===== src/rtl/csa_spec_err_recover.sv =====
// Carry-speculative adder: block carries are guessed from the MSB pair of the lower block.
// A wrong guess is flagged and repaired with the exact sum after a fixed recovery delay.
module csa_spec_err_recover #(
  parameter int WIDTH     = 16,
  parameter int BLK       = 4,
  parameter int RECOV_CYC = 2,
  parameter int CNT_W     = 8
) (
  input  logic                     clk,
  input  logic                     rst_n,
  input  logic                     in_valid,
  output logic                     in_ready,
  input  logic [WIDTH-1:0]         a,
  input  logic [WIDTH-1:0]         b,
  input  logic                     cin,
  output logic                     out_valid,
  input  logic                     out_ready,
  output logic [WIDTH-1:0]         sum,
  output logic                     cout,
  output logic                     err_flag,
  output logic [WIDTH/BLK-2:0]     err_blk,
  output logic [CNT_W-1:0]         err_cnt,
  input  logic                     err_cnt_clr
);

  localparam int NB = WIDTH / BLK;
  localparam int RW = (RECOV_CYC > 1) ? $clog2(RECOV_CYC) : 1;

  typedef enum logic [1:0] {IDLE, SPEC, FIX, DONE} state_t;

  state_t            state_q, state_d;
  logic [WIDTH-1:0]  opA_q, opA_d, opB_q, opB_d;
  logic              cin_q, cin_d;
  logic [WIDTH-1:0]  sum_q, sum_d;
  logic              cout_q, cout_d;
  logic              errFlag_q, errFlag_d;
  logic [NB-2:0]     errBlk_q, errBlk_d;
  logic [CNT_W-1:0]  errCnt_q, errCnt_d;
  logic [RW-1:0]     recCnt_q, recCnt_d;

  logic [WIDTH:0]    exactSum;
  logic [WIDTH-1:0]  specSum;
  logic              specCout;
  logic [NB-1:0]     cSpec;
  logic [NB-1:0]     cTrue;
  logic [NB-2:0]     errVec;
  logic [BLK:0]      blkSum;

  // Speculative per-block sums next to the exact reference; the true carry into a
  // block boundary is recovered from the exact sum bit and the operand bits there.
  always_comb begin
    exactSum = {1'b0, opA_q} + {1'b0, opB_q} + {{WIDTH{1'b0}}, cin_q};
    specSum  = '0;
    specCout = 1'b0;
    cSpec    = '0;
    cTrue    = '0;
    errVec   = '0;
    blkSum   = '0;
    for (int k = 0; k < NB; k++) begin
      if (k == 0) begin
        cSpec[k] = cin_q;
        cTrue[k] = cin_q;
      end else begin
        cSpec[k]    = opA_q[k*BLK-1] & opB_q[k*BLK-1];
        cTrue[k]    = exactSum[k*BLK] ^ opA_q[k*BLK] ^ opB_q[k*BLK];
        errVec[k-1] = cSpec[k] ^ cTrue[k];
      end
      blkSum = {1'b0, opA_q[k*BLK +: BLK]} + {1'b0, opB_q[k*BLK +: BLK]}
             + {{BLK{1'b0}}, cSpec[k]};
      specSum[k*BLK +: BLK] = blkSum[BLK-1:0];
      specCout = blkSum[BLK];
    end
  end

  // Control FSM and result/statistics next-state
  always_comb begin
    state_d   = state_q;
    opA_d     = opA_q;
    opB_d     = opB_q;
    cin_d     = cin_q;
    sum_d     = sum_q;
    cout_d    = cout_q;
    errFlag_d = errFlag_q;
    errBlk_d  = errBlk_q;
    errCnt_d  = errCnt_q;
    recCnt_d  = recCnt_q;
    case (state_q)
      IDLE: begin
        if (in_valid) begin
          opA_d   = a;
          opB_d   = b;
          cin_d   = cin;
          state_d = SPEC;
        end
      end
      SPEC: begin
        if (|errVec) begin
          errBlk_d  = errVec;
          errFlag_d = 1'b1;
          recCnt_d  = RW'(RECOV_CYC - 1);
          if (!(&errCnt_q)) errCnt_d = errCnt_q + 1'b1;
          state_d   = FIX;
        end else begin
          sum_d     = specSum;
          cout_d    = specCout;
          errFlag_d = 1'b0;
          errBlk_d  = '0;
          state_d   = DONE;
        end
      end
      FIX: begin
        if (recCnt_q == '0) begin
          sum_d   = exactSum[WIDTH-1:0];
          cout_d  = exactSum[WIDTH];
          state_d = DONE;
        end else begin
          recCnt_d = recCnt_q - 1'b1;
        end
      end
      DONE: begin
        if (out_ready) state_d = IDLE;
      end
      default: state_d = IDLE;
    endcase
    // Clearing the statistics must beat an increment landing on the same edge
    if (err_cnt_clr) errCnt_d = '0;
  end

  always_ff @(posedge clk or negedge rst_n) begin
    if (!rst_n) begin
      state_q   <= IDLE;
      opA_q     <= '0;
      opB_q     <= '0;
      cin_q     <= 1'b0;
      sum_q     <= '0;
      cout_q    <= 1'b0;
      errFlag_q <= 1'b0;
      errBlk_q  <= '0;
      errCnt_q  <= '0;
      recCnt_q  <= '0;
    end else begin
      state_q   <= state_d;
      opA_q     <= opA_d;
      opB_q     <= opB_d;
      cin_q     <= cin_d;
      sum_q     <= sum_d;
      cout_q    <= cout_d;
      errFlag_q <= errFlag_d;
      errBlk_q  <= errBlk_d;
      errCnt_q  <= errCnt_d;
      recCnt_q  <= recCnt_d;
    end
  end

  assign in_ready  = (state_q == IDLE);
  assign out_valid = (state_q == DONE);
  assign sum       = sum_q;
  assign cout      = cout_q;
  assign err_flag  = errFlag_q;
  assign err_blk   = errBlk_q;
  assign err_cnt   = errCnt_q;

endmodule


===== config.mk =====
export PLATFORM = sky130hd
export DESIGN_NAME = csa_spec_err_recover
export DESIGN_NICKNAME = d
export VERILOG_FILES = /design/src/rtl/csa_spec_err_recover.sv
export SDC_FILE = /design/constraint.sdc
export NUM_CORES = 1
export LEC_CHECK = 0
export CORE_MARGIN = 4
export CORE_UTILIZATION = 40
export CTS_BUF_LIST = sky130_fd_sc_hd__clkbuf_16
export CTS_CLUSTER_DIAMETER = 60
export DETAILED_ROUTE_END_ITERATION = 8
export RECOVER_POWER = 25
export SLEW_MARGIN = 20
export SYNTH_ARGS = -nofsm -noshare
export SYNTH_HDL_FRONTEND = slang
export SYNTH_SLANG_ARGS = --single-unit
export TNS_END_PERCENT = 100

===== constraint.sdc =====
create_clock -name clk -period 3.55 [get_ports clk]
set_clock_uncertainty 0.15 [all_clocks]
set_input_delay 1.065 -clock clk [delete_from_list [all_inputs] [get_ports clk]]
set_output_delay 1.065 -clock clk [all_outputs]
set_load 0.03 [all_outputs]

==> results of run 1 <==
[sequential cells by signal, indices dropped and copies added (netlist names)]
signal    count
cout          1
err_flag      1
opA_q        16
state_q       2
err_cnt       8
cin_q         1
recCnt_q      1
opB_q        16
err_blk       3
sum          16
[final cells by class]
cell class              count  share of cell area, %
clock inverters             7                 0.8178
multi-input cells         238                  42.04
clock buffers               9                  4.600
flip-flops and latches     65                  33.22
well taps                 129                  3.297
repair buffers             72                  14.34
inverters                  22                  1.687
[how the worst max path moves through the flow]
stage / slack [ns] / cells past startpoint / end / from
2_1_floorplan: 0.33 / 13 / cout$_DFFE_PN0P_ / opA_q[0]$_DFFE_PN0P_
3_3_place_gp: 0.26 / 12 / sum[15]$_DFFE_PN0P_ / opA_q[0]$_DFFE_PN0P_
3_5_place_dp: 0.15 / 12 / sum[12]$_DFFE_PN0P_ / opB_q[0]$_DFFE_PN0P_
4_1_cts: 0.11 / 12 / sum[12]$_DFFE_PN0P_ / opB_q[0]$_DFFE_PN0P_
5_1_grt: 0.004 / 12 / sum[12]$_DFFE_PN0P_ / opB_q[0]$_DFFE_PN0P_
6_report: 0.19 / 12 / sum[12]$_DFFE_PN0P_ / opB_q[0]$_DFFE_PN0P_
[worst max-delay path, cell delays in order (launching register included)]
cell      delay, ns
dfrtp_1        0.37
fa_1           0.24
inv_1          0.07
fa_1           0.40
nand2b_1       0.17
a21oi_1        0.33
a31o_4         0.26
nand3_1        0.10
a32oi_2        0.30
nand3_2        0.13
a21o_1         0.21
buf_4          0.19
mux2_4         0.31
[placed cells by master (no fill, tap or decap), types with 2 or more instances in the layout]
master	instances
a31oi_1	3
buf_4	3
a21oi_1	20
mux2_4	8
ha_1	20
clkdlybuf4s50_1	67
nand2b_1	3
nor2_1	25
nand3_1	3
and3_1	4
nand2_1	12
nor2b_1	4
inv_1	24
nand3b_1	3
a21o_1	5
mux2_2	48
clkinvlp_4	2
clkbuf_16	9
a211oi_1	3
mux2i_1	7
o31a_1	2
o21ai_0	16
a31o_2	2
nand4_1	5
fa_1	8
dfrtp_1	65
a21o_2	2
xnor2_1	19
[timing repair]
item / CTS / global route
hold buffers: 0 / 0
endpoints found under the setup margin: 0 / 19
resized for setup: 0 / 1
hold endpoints to repair: 0 / 0
[layer usage]
metal  share of wire (%)  wire length [um]
met5                   0                 0
met4                 2.0               154
met3                 5.1               396
met2                  48              3714
met1                  45              3435
[metrics by stage]
stage / instance area (um2) / utilization, % / cells / worst slack [ns]
2_1_floorplan: 3871 / - / 338 / 0.3346
3_3_place_gp: 4639 / 49.74 / 526 / 0.2593
3_5_place_dp: 4639 / 49.74 / 526 / 0.1512
4_1_cts: 4905 / 52.58 / 542 / 0.1145
5_1_grt: 4896 / 52.49 / 542 / 0.004340
6_report: 4896 / 52.49 / 542 / 0.1904
[cell families (layout without fill, tap and decap cells)]
| family | count (synthesis) | after routing | synth area share, % |
|---|---|---|---|
| XOR/XNOR | 20 | 20 | 4.525 |
| buffers and inverters | 35 | 110 | 5.010 |
| adder cells (fa/ha/maj) | 28 | 28 | 10.60 |
| AO/OA/AOI/OAI | 64 | 64 | 10.99 |
| flip-flops | 65 | 65 | 42.02 |
| multiplexers | 63 | 63 | 18.88 |
| AND/OR/NAND/NOR | 63 | 63 | 7.983 |
==> impl_metrics.tcl, run 1 <==
set metrics [dict create \
    numCtsBuffers 9 \
    grt_pass1_wl_mm 13.00 \
    synth_area_per_cell_um2 11.45 \
    whs_path_depth 2 \
    multi_input_area_um2 2058 \
    antenna_found_initial 0 \
    critPathArrivalTime_ns 3.42 \
    setup_tns_ns 0 \
    crit_type "reg2reg" \
    grt_usage_pct 14.32 \
    area_growth_pct 26.47 \
    violations "capacitance limit, slew limit" \
    syn_nets 404 \
    vias 2708 \
    r2r-end "sum[12]$_DFFE_PN0P_" \
    cap_violations 1 \
    setup-violations-final 0 \
    synth_top_area_share_pct 42.02 \
    dr.pass1.iters 4 \
    drt_iter0_markers 54 \
    rows 35 \
    grt-busiest-layer "met2" \
    nNetsFinal 474 \
    diodes 0 \
    yosys_warnings 0 \
    hold_path.class "reg2reg" \
    die_h_um 106.4 \
    status "finished, violations left" \
    ys.flop_type "dfrtp_1" \
    yosysMostFrequentCell "dfrtp_1" \
    rsz0062_at_grt "false" \
    synth_edf_count 0 \
    clk_pin_slew_ns 0.06 \
    start_util_pct 41.50 \
    r2r-start "opB_q[0]$_DFFE_PN0P_" \
    holdPathEnd "err_flag$_DFFE_PN0P_" \
    hpwl_mm 5.915 \
    synth-seq-area-share_pct 42.02 \
    ys_seq_elements 65 \
    fill_cells 856 \
    grtUsageMet3_pct 4.068 \
    worst-r2r-setup-slack_ns 0.19 \
    overflow 0 \
    yosys.area.top_type "dfrtp_1" \
    io_pins 69 \
    netlist_area_um2 3871 \
    cts_tree "built" \
    cp-start-kind "flip-flop" \
    worstSetupEndpointType "flip-flop" \
    reg2regPathDepth 12 \
    cts.htree.levels 3 \
    clock_sinks 65 \
    period_share_pct 94.64 \
    crit_fanout 9 \
    fmax_ghz 0.2977 \
    max_slew_margin_pct -10.17 \
    syn_inst 338 \
    dieArea_um2 11320 \
    post_route_cells_drive_above_1_share_pct 20.82 \
    cp.required_ns 3.61 \
    route.detailed.drc 0 \
    postSynth.asyncResetShare_pct 100.0 \
    register_area_um2 1627 \
    ys_types 48 \
    port_buffers 68 \
    hold_viol 0 \
    hp-start "err_flag$_DFFE_PN0P_" \
    tightestPinTransition_ns 1.653 \
    synth_area_leaders "dfrtp_1 (42%), mux2_2 (14%), ha_1 (6.5%)" \
    core_um2 9328 \
    wirelength_mm 7.701 \
    grt_max_degree 35 \
    min_period_ns 3.360 \
    postRouteAntennaNets 0 \
    hold-worst-slack_ns 0.3504 \
    met1_usage_pct 17.92 \
    netlist_top_cells_count "dfrtp_1 (65), mux2_2 (48), nor2_1 (25), inv_1 (22)" \
    cts-root-buf "clkbuf_16" \
    post-cts-setup-buffers 0 \
    clockBufferDepth 2 \
    clkLatencyLatePin_ns 0.33 \
    slew_viol_final 33 \
    wl_per_cell_um 14.21 \
    vias_per_cell 4.996 \
    die_w_um 106.4 \
    grt_pass1_vias 2762 \
    gp_congestion 0.8268 \
    use_met2_pct 23.03 \
]
Power of run 1 is left out: the tool's default activity adds up to more than one toggle a clock period on the data nets, which glitch-free logic cannot reach.
==> inputs of run 2 (changes only) <==
--- a/config.mk
+++ b/config.mk
@@ -5,6 +5,7 @@
 export SDC_FILE = /design/constraint.sdc
 export NUM_CORES = 1
 export LEC_CHECK = 0
+export CORE_ASPECT_RATIO = 0.6
 export CORE_MARGIN = 4
 export CORE_UTILIZATION = 40
 export CTS_BUF_LIST = sky130_fd_sc_hd__clkbuf_16
==> run 2 against run 1 <==
The run still ends with capacitance limit, slew limit left. Count of clock-buffer cells in the layout is the same. Register-to-register slack improved by 0.05 ns. Utilization increased by 0.40 points. Fmax grew 1.6%. Non-clock buffer count increased by 1. Final cell count is 0.37% higher. Sequential share of layout area down 0.12 points. Wire length grew 5.3%. Setup slack gained 0.052 ns. First-iteration DRC count grew to 2.5 times the previous value. Sequential cell count unchanged. Critical path type unchanged. Largest cell class unchanged. Highest routed layer unchanged.
==> impl_metrics.tcl, run 2 (synthesized netlist as in run 1, its figures left out) <==
set metrics [dict create \
    worstSetupEndpointType "flip-flop" \
    overflow 0 \
    setup-violations-final 0 \
    vias 2707 \
    clock_sinks 65 \
    clockBufferDepth 2 \
    critPathArrivalTime_ns 3.37 \
    crit_fanout 8 \
    cap_violations 1 \
    area_growth_pct 26.92 \
    worst_slack_ns 0.2421 \
    fin_cells 544 \
    core_um2 9290 \
    die_w_um 135.0 \
    vias_per_cell 4.976 \
    start_util_pct 41.67 \
    met1_usage_pct 22.12 \
    die_h_um 84.20 \
    antenna_found_initial 0 \
    postRouteAntennaNets 0 \
    r2r-start "opA_q[0]$_DFFE_PN0P_" \
    grt-busiest-layer "met1" \
    holdPathEnd "err_flag$_DFFE_PN0P_" \
    period_share_pct 93.18 \
    max_slew_margin_pct -24.12 \
    wirelength_mm 8.110 \
    drt_iter0_markers 135 \
    violations "capacitance limit, slew limit" \
    tightestPinTransition_ns 1.862 \
    rows 27 \
    nNetsFinal 475 \
    grt_pass1_vias 2726 \
    dr.pass1.iters 4 \
    mostFrequentLayoutCells "clkdlybuf4s50_1 (67), dfrtp_1 (65), mux2_2 (48)" \
    hp-start "err_flag$_DFFE_PN0P_" \
    diodes 0 \
    grt_max_degree 34 \
    grtUsageMet3_pct 5.030 \
    grt_pass1_wl_mm 13.56 \
    clk_pin_slew_ns 0.05 \
    place_ws_ns 0.1637 \
    final_util_pct 52.89 \
    worst-r2r-setup-slack_ns 0.24 \
    io_pins 69 \
    cts.htree.levels 3 \
    setup_tns_ns 0 \
    port_buffers 68 \
    clkLatencyLatePin_ns 0.33 \
    route.detailed.drc 0 \
    mostFrequentLayoutCell "clkdlybuf4s50_1" \
    use_met2_pct 20.91 \
    gp_congestion 0.7809 \
    status "finished, violations left" \
    dp_cells 528 \
    fmax_ghz 0.3023 \
    cts_tree "built" \
    cts-root-buf "clkbuf_16" \
    whs_path_depth 2 \
    hpwl_mm 6.200 \
    wl_per_cell_um 14.91 \
    cp.required_ns 3.61 \
    reg2regPathDepth 12 \
    hold_viol 0 \
    hold_path.class "reg2reg" \
    dieArea_um2 11370 \
    r2r-end "sum[13]$_DFFE_PN0P_" \
    post_route_cells_drive_above_1_share_pct 21.01 \
    min_period_ns 3.308 \
    grt_usage_pct 15.00 \
    slew_viol_final 33 \
    numCtsBuffers 9 \
    rsz0062_at_grt "false" \
    cp-start-kind "flip-flop" \
    crit_type "reg2reg" \
]
[run 2: cell types whose count changed in the layout (fill, tap and decap cells not counted), sizes merged]
cell / delta
buf: +2
clkinv: +2
clkinvlp: -2
clkbuf: -1
[run 2: cell type report]
class / count / area (um2)
clock inverters: 7 / 30.03
well taps: 130 / 162.7
multi-input cells: 238 / 2062
flip-flops and latches: 65 / 1627
repair buffers: 73 / 724.4
inverters: 22 / 82.58
fillers: 808 / 4377
clock buffers: 9 / 225.2
[run 2: through the flow]
stage	cell area, um2	hold WS [ns]
after detailed placement	4648	0.3483
after global placement	4648	0.3299
final	4913	0.3561
after floorplan	3871	0.3260
after global routing	4913	0.3700
after CTS	4903	0.3616
[run 2: routing by layer]
layer	part of all wire (%)	up-vias	wire length, um
met1	53	1317	4321
met4	0.70	0	57
met3	5.2	6	420
met5	0	-	0
met2	41	53	3311
li1	-	1331	-
[run 2: critical path, stage by stage (launching register included)]
cell	delay (ns)
dfrtp_1	0.40
fa_1	0.47
inv_1	0.09
fa_1	0.19
nand2b_1	0.14
a21oi_2	0.09
a31o_4	0.27
o31a_1	0.25
a32oi_2	0.29
nand3_2	0.14
a21o_1	0.22
buf_4	0.18
mux2_4	0.31
[run 2: worst max-delay path by stage]
| stage | startpoint | endpoint | depth (start not counted) |
|---|---|---|---|
| global route | opA_q[0]$_DFFE_PN0P_ | err_cnt[4]$_DFFE_PN0P_ | 11 |
| CTS | opB_q[0]$_DFFE_PN0P_ | sum[13]$_DFFE_PN0P_ | 12 |
| detailed placement | opA_q[0]$_DFFE_PN0P_ | sum[0]$_DFFE_PN0P_ | 12 |
| finish | opA_q[0]$_DFFE_PN0P_ | sum[13]$_DFFE_PN0P_ | 12 |
| global placement | opA_q[0]$_DFFE_PN0P_ | sum[0]$_DFFE_PN0P_ | 12 |
| floorplan | opA_q[0]$_DFFE_PN0P_ | cout$_DFFE_PN0P_ | 13 |
[run 2: timing repair]
action / in CTS / in global routing
resized for setup: 0 / 2
hold buffers: 0 / 0
setup endpoints to repair: 0 / 19
buffers inserted: 0 / 0
Power of run 2 is left out for the same reason.
==> inputs of run 3 (changes only) <==
--- a/config.mk
+++ b/config.mk
@@ -11,6 +11,7 @@
 export CTS_BUF_LIST = sky130_fd_sc_hd__clkbuf_16
 export CTS_CLUSTER_DIAMETER = 60
 export DETAILED_ROUTE_END_ITERATION = 8
+export GPL_TIMING_DRIVEN = 0
 export RECOVER_POWER = 25
 export SLEW_MARGIN = 20
 export SYNTH_ARGS = -nofsm -noshare
==> run 3 against run 2 <==
The run still ends with capacitance limit, slew limit left. Final cell count increased by 2.0%. Global-route usage increased by 1.0 points. Count of clock-buffer cells in the layout unchanged. Fmax decreased by 2.9%. Design area increased by 2.5%. Sequential share of layout area decreased by 0.80 points. Worst hold slack got worse by 0.015 ns. Highest routed layer unchanged. Non-clock buffer count increased by 11. Wire length increased by 5.3%. Largest cell class unchanged. Via count increased by 2.2%.
==> impl_metrics.tcl, run 3 (synthesized netlist as in run 1, its figures left out) <==
set metrics [dict create \
    period_share_pct 95.96 \
    post_route_cells_drive_above_1_share_pct 22.12 \
    nNetsFinal 486 \
    core_um2 9290 \
    antenna_found_initial 0 \
    grt_pass1_wl_mm 14.21 \
    rows 27 \
    status "finished, violations left" \
    diodes 0 \
    grt-busiest-layer "met1" \
    place_ws_ns -0.01145 \
    dr.pass1.iters 6 \
    grt_pass1_vias 2709 \
    wirelength_mm 8.537 \
    vias_per_cell 4.986 \
    cap_violations 1 \
    cts.htree.levels 3 \
    dieArea_um2 11370 \
    clkLatencyLatePin_ns 0.33 \
    slew_viol_final 32 \
    cts-root-buf "clkbuf_16" \
    hp-start "err_flag$_DFFE_PN0P_" \
    vias 2767 \
    grt_max_degree 36 \
    r2r-start "opA_q[0]$_DFFE_PN0P_" \
    use_met2_pct 21.95 \
    io_pins 69 \
    cts_tree "built" \
    mostFrequentLayoutCells "clkdlybuf4s50_1 (67), dfrtp_1 (65), mux2_2 (48)" \
    crit_fanout 10 \
    route.detailed.drc 0 \
    place_area_um2 4732 \
    crit_type "reg2reg" \
    numCtsBuffers 9 \
    clockBufferDepth 2 \
    grt_usage_pct 16.04 \
    fmax_ghz 0.2936 \
    die_w_um 135.0 \
    die_h_um 84.20 \
    worstSetupEndpointType "flip-flop" \
    setup-violations-final 0 \
    cp.required_ns 3.61 \
    area_growth_pct 30.06 \
    critPathArrivalTime_ns 3.47 \
    finalInstanceArea_um2 5035 \
    reg2regPathDepth 13 \
    start_util_pct 41.67 \
    hold_path.class "reg2reg" \
    overflow 0 \
    violations "capacitance limit, slew limit" \
    gp_congestion 0.7554 \
    grtUsageMet3_pct 5.569 \
    met1_usage_pct 23.85 \
    clk_pin_slew_ns 0.05 \
    hpwl_mm 6.686 \
    mostFrequentLayoutCell "clkdlybuf4s50_1" \
    hold_viol 0 \
    clock_sinks 65 \
    min_period_ns 3.407 \
    worst_slack_ns 0.1435 \
    port_buffers 68 \
    wl_per_cell_um 15.38 \
    worstSetupStartpoint "opA_q[0]$_DFFE_PN0P_" \
    max_slew_margin_pct -11.12 \
    postRouteAntennaNets 0 \
    tightestPinTransition_ns 1.667 \
    cp-start-kind "flip-flop" \
    drt_iter0_markers 131 \
    whs_path_depth 2 \
]
-- run 3: cell types whose count changed in the layout (fill, tap and decap cells not counted), moves of 2 or more --
cell,previous run,this run
buf_6,0,2
clkbuf_2,0,2
buf_4,4,2
clkbuf_8,0,2
clkinv_2,3,1
buf_1,0,3
fa_1,8,6
fa_2,0,2
-- run 3: critical path: stages (launching register included) --
cell and delay (ns):
dfrtp_1 0.40, fa_2 0.42, inv_1 0.08, fa_2 0.21, nand2b_1 0.14, a21oi_2 0.10, a31o_4 0.28, o31a_1 0.28
a32oi_4 0.29, nand3_2 0.13, a21o_1 0.22, buf_6 0.15, buf_12 0.15, mux2_4 0.29
-- run 3: worst paths after layout --
kind	to	slack [ns]
max	sum[10]$_DFFE_PN0P_	0.14
min	err_flag$_DFFE_PN0P_	0.34
max reg2reg	sum[10]$_DFFE_PN0P_	0.14
min reg2reg	err_flag$_DFFE_PN0P_	0.34
max in group asynchronous	sum[14]$_DFFE_PN0P_	0.62
min in group asynchronous	opA_q[2]$_DFFE_PN0P_	1.01
-- run 3: timing repair --
item | 4_1_cts | 5_1_grt
setup buffers | 0 | 2
gates resized for setup | 1 | 4
hold buffers | 0 | 0
pin swaps | 0 | 1
setup endpoints to repair | 8 | 14
-- run 3: cell type report --
| type | count | area, um2 |
|---|---|---|
| plain buffers | 13 | 111.4 |
| multi-input cells | 238 | 2078 |
| clock inverters | 7 | 53.80 |
| fillers | 807 | 4255 |
| inverters | 22 | 82.58 |
| clock buffers | 9 | 225.2 |
| well taps | 130 | 162.7 |
| flip-flops and latches | 65 | 1627 |
| repair buffers | 71 | 694.4 |
-- run 3: routing by layer --
layer | share of wire [%] | up-vias
met2 | 41 | 65
met1 | 52 | 1342
met4 | 1.2 | 0
li1 | - | 1353
met5 | 0 | -
met3 | 5.8 | 7
-- run 3: per-stage QoR --
step	utilization, %	TNS (ns)	hold WS [ns]	instances
detailed placement	50.94	-0.06370	0.3328	537
global route	54.20	-0.004223	0.3729	555
finish	54.20	0	0.3409	555
CTS	54.02	0	0.3476	553
floorplan	-	0	0.3260	338
global placement	50.75	-62.59	0.3250	536
Power of run 3 is left out for the same reason.
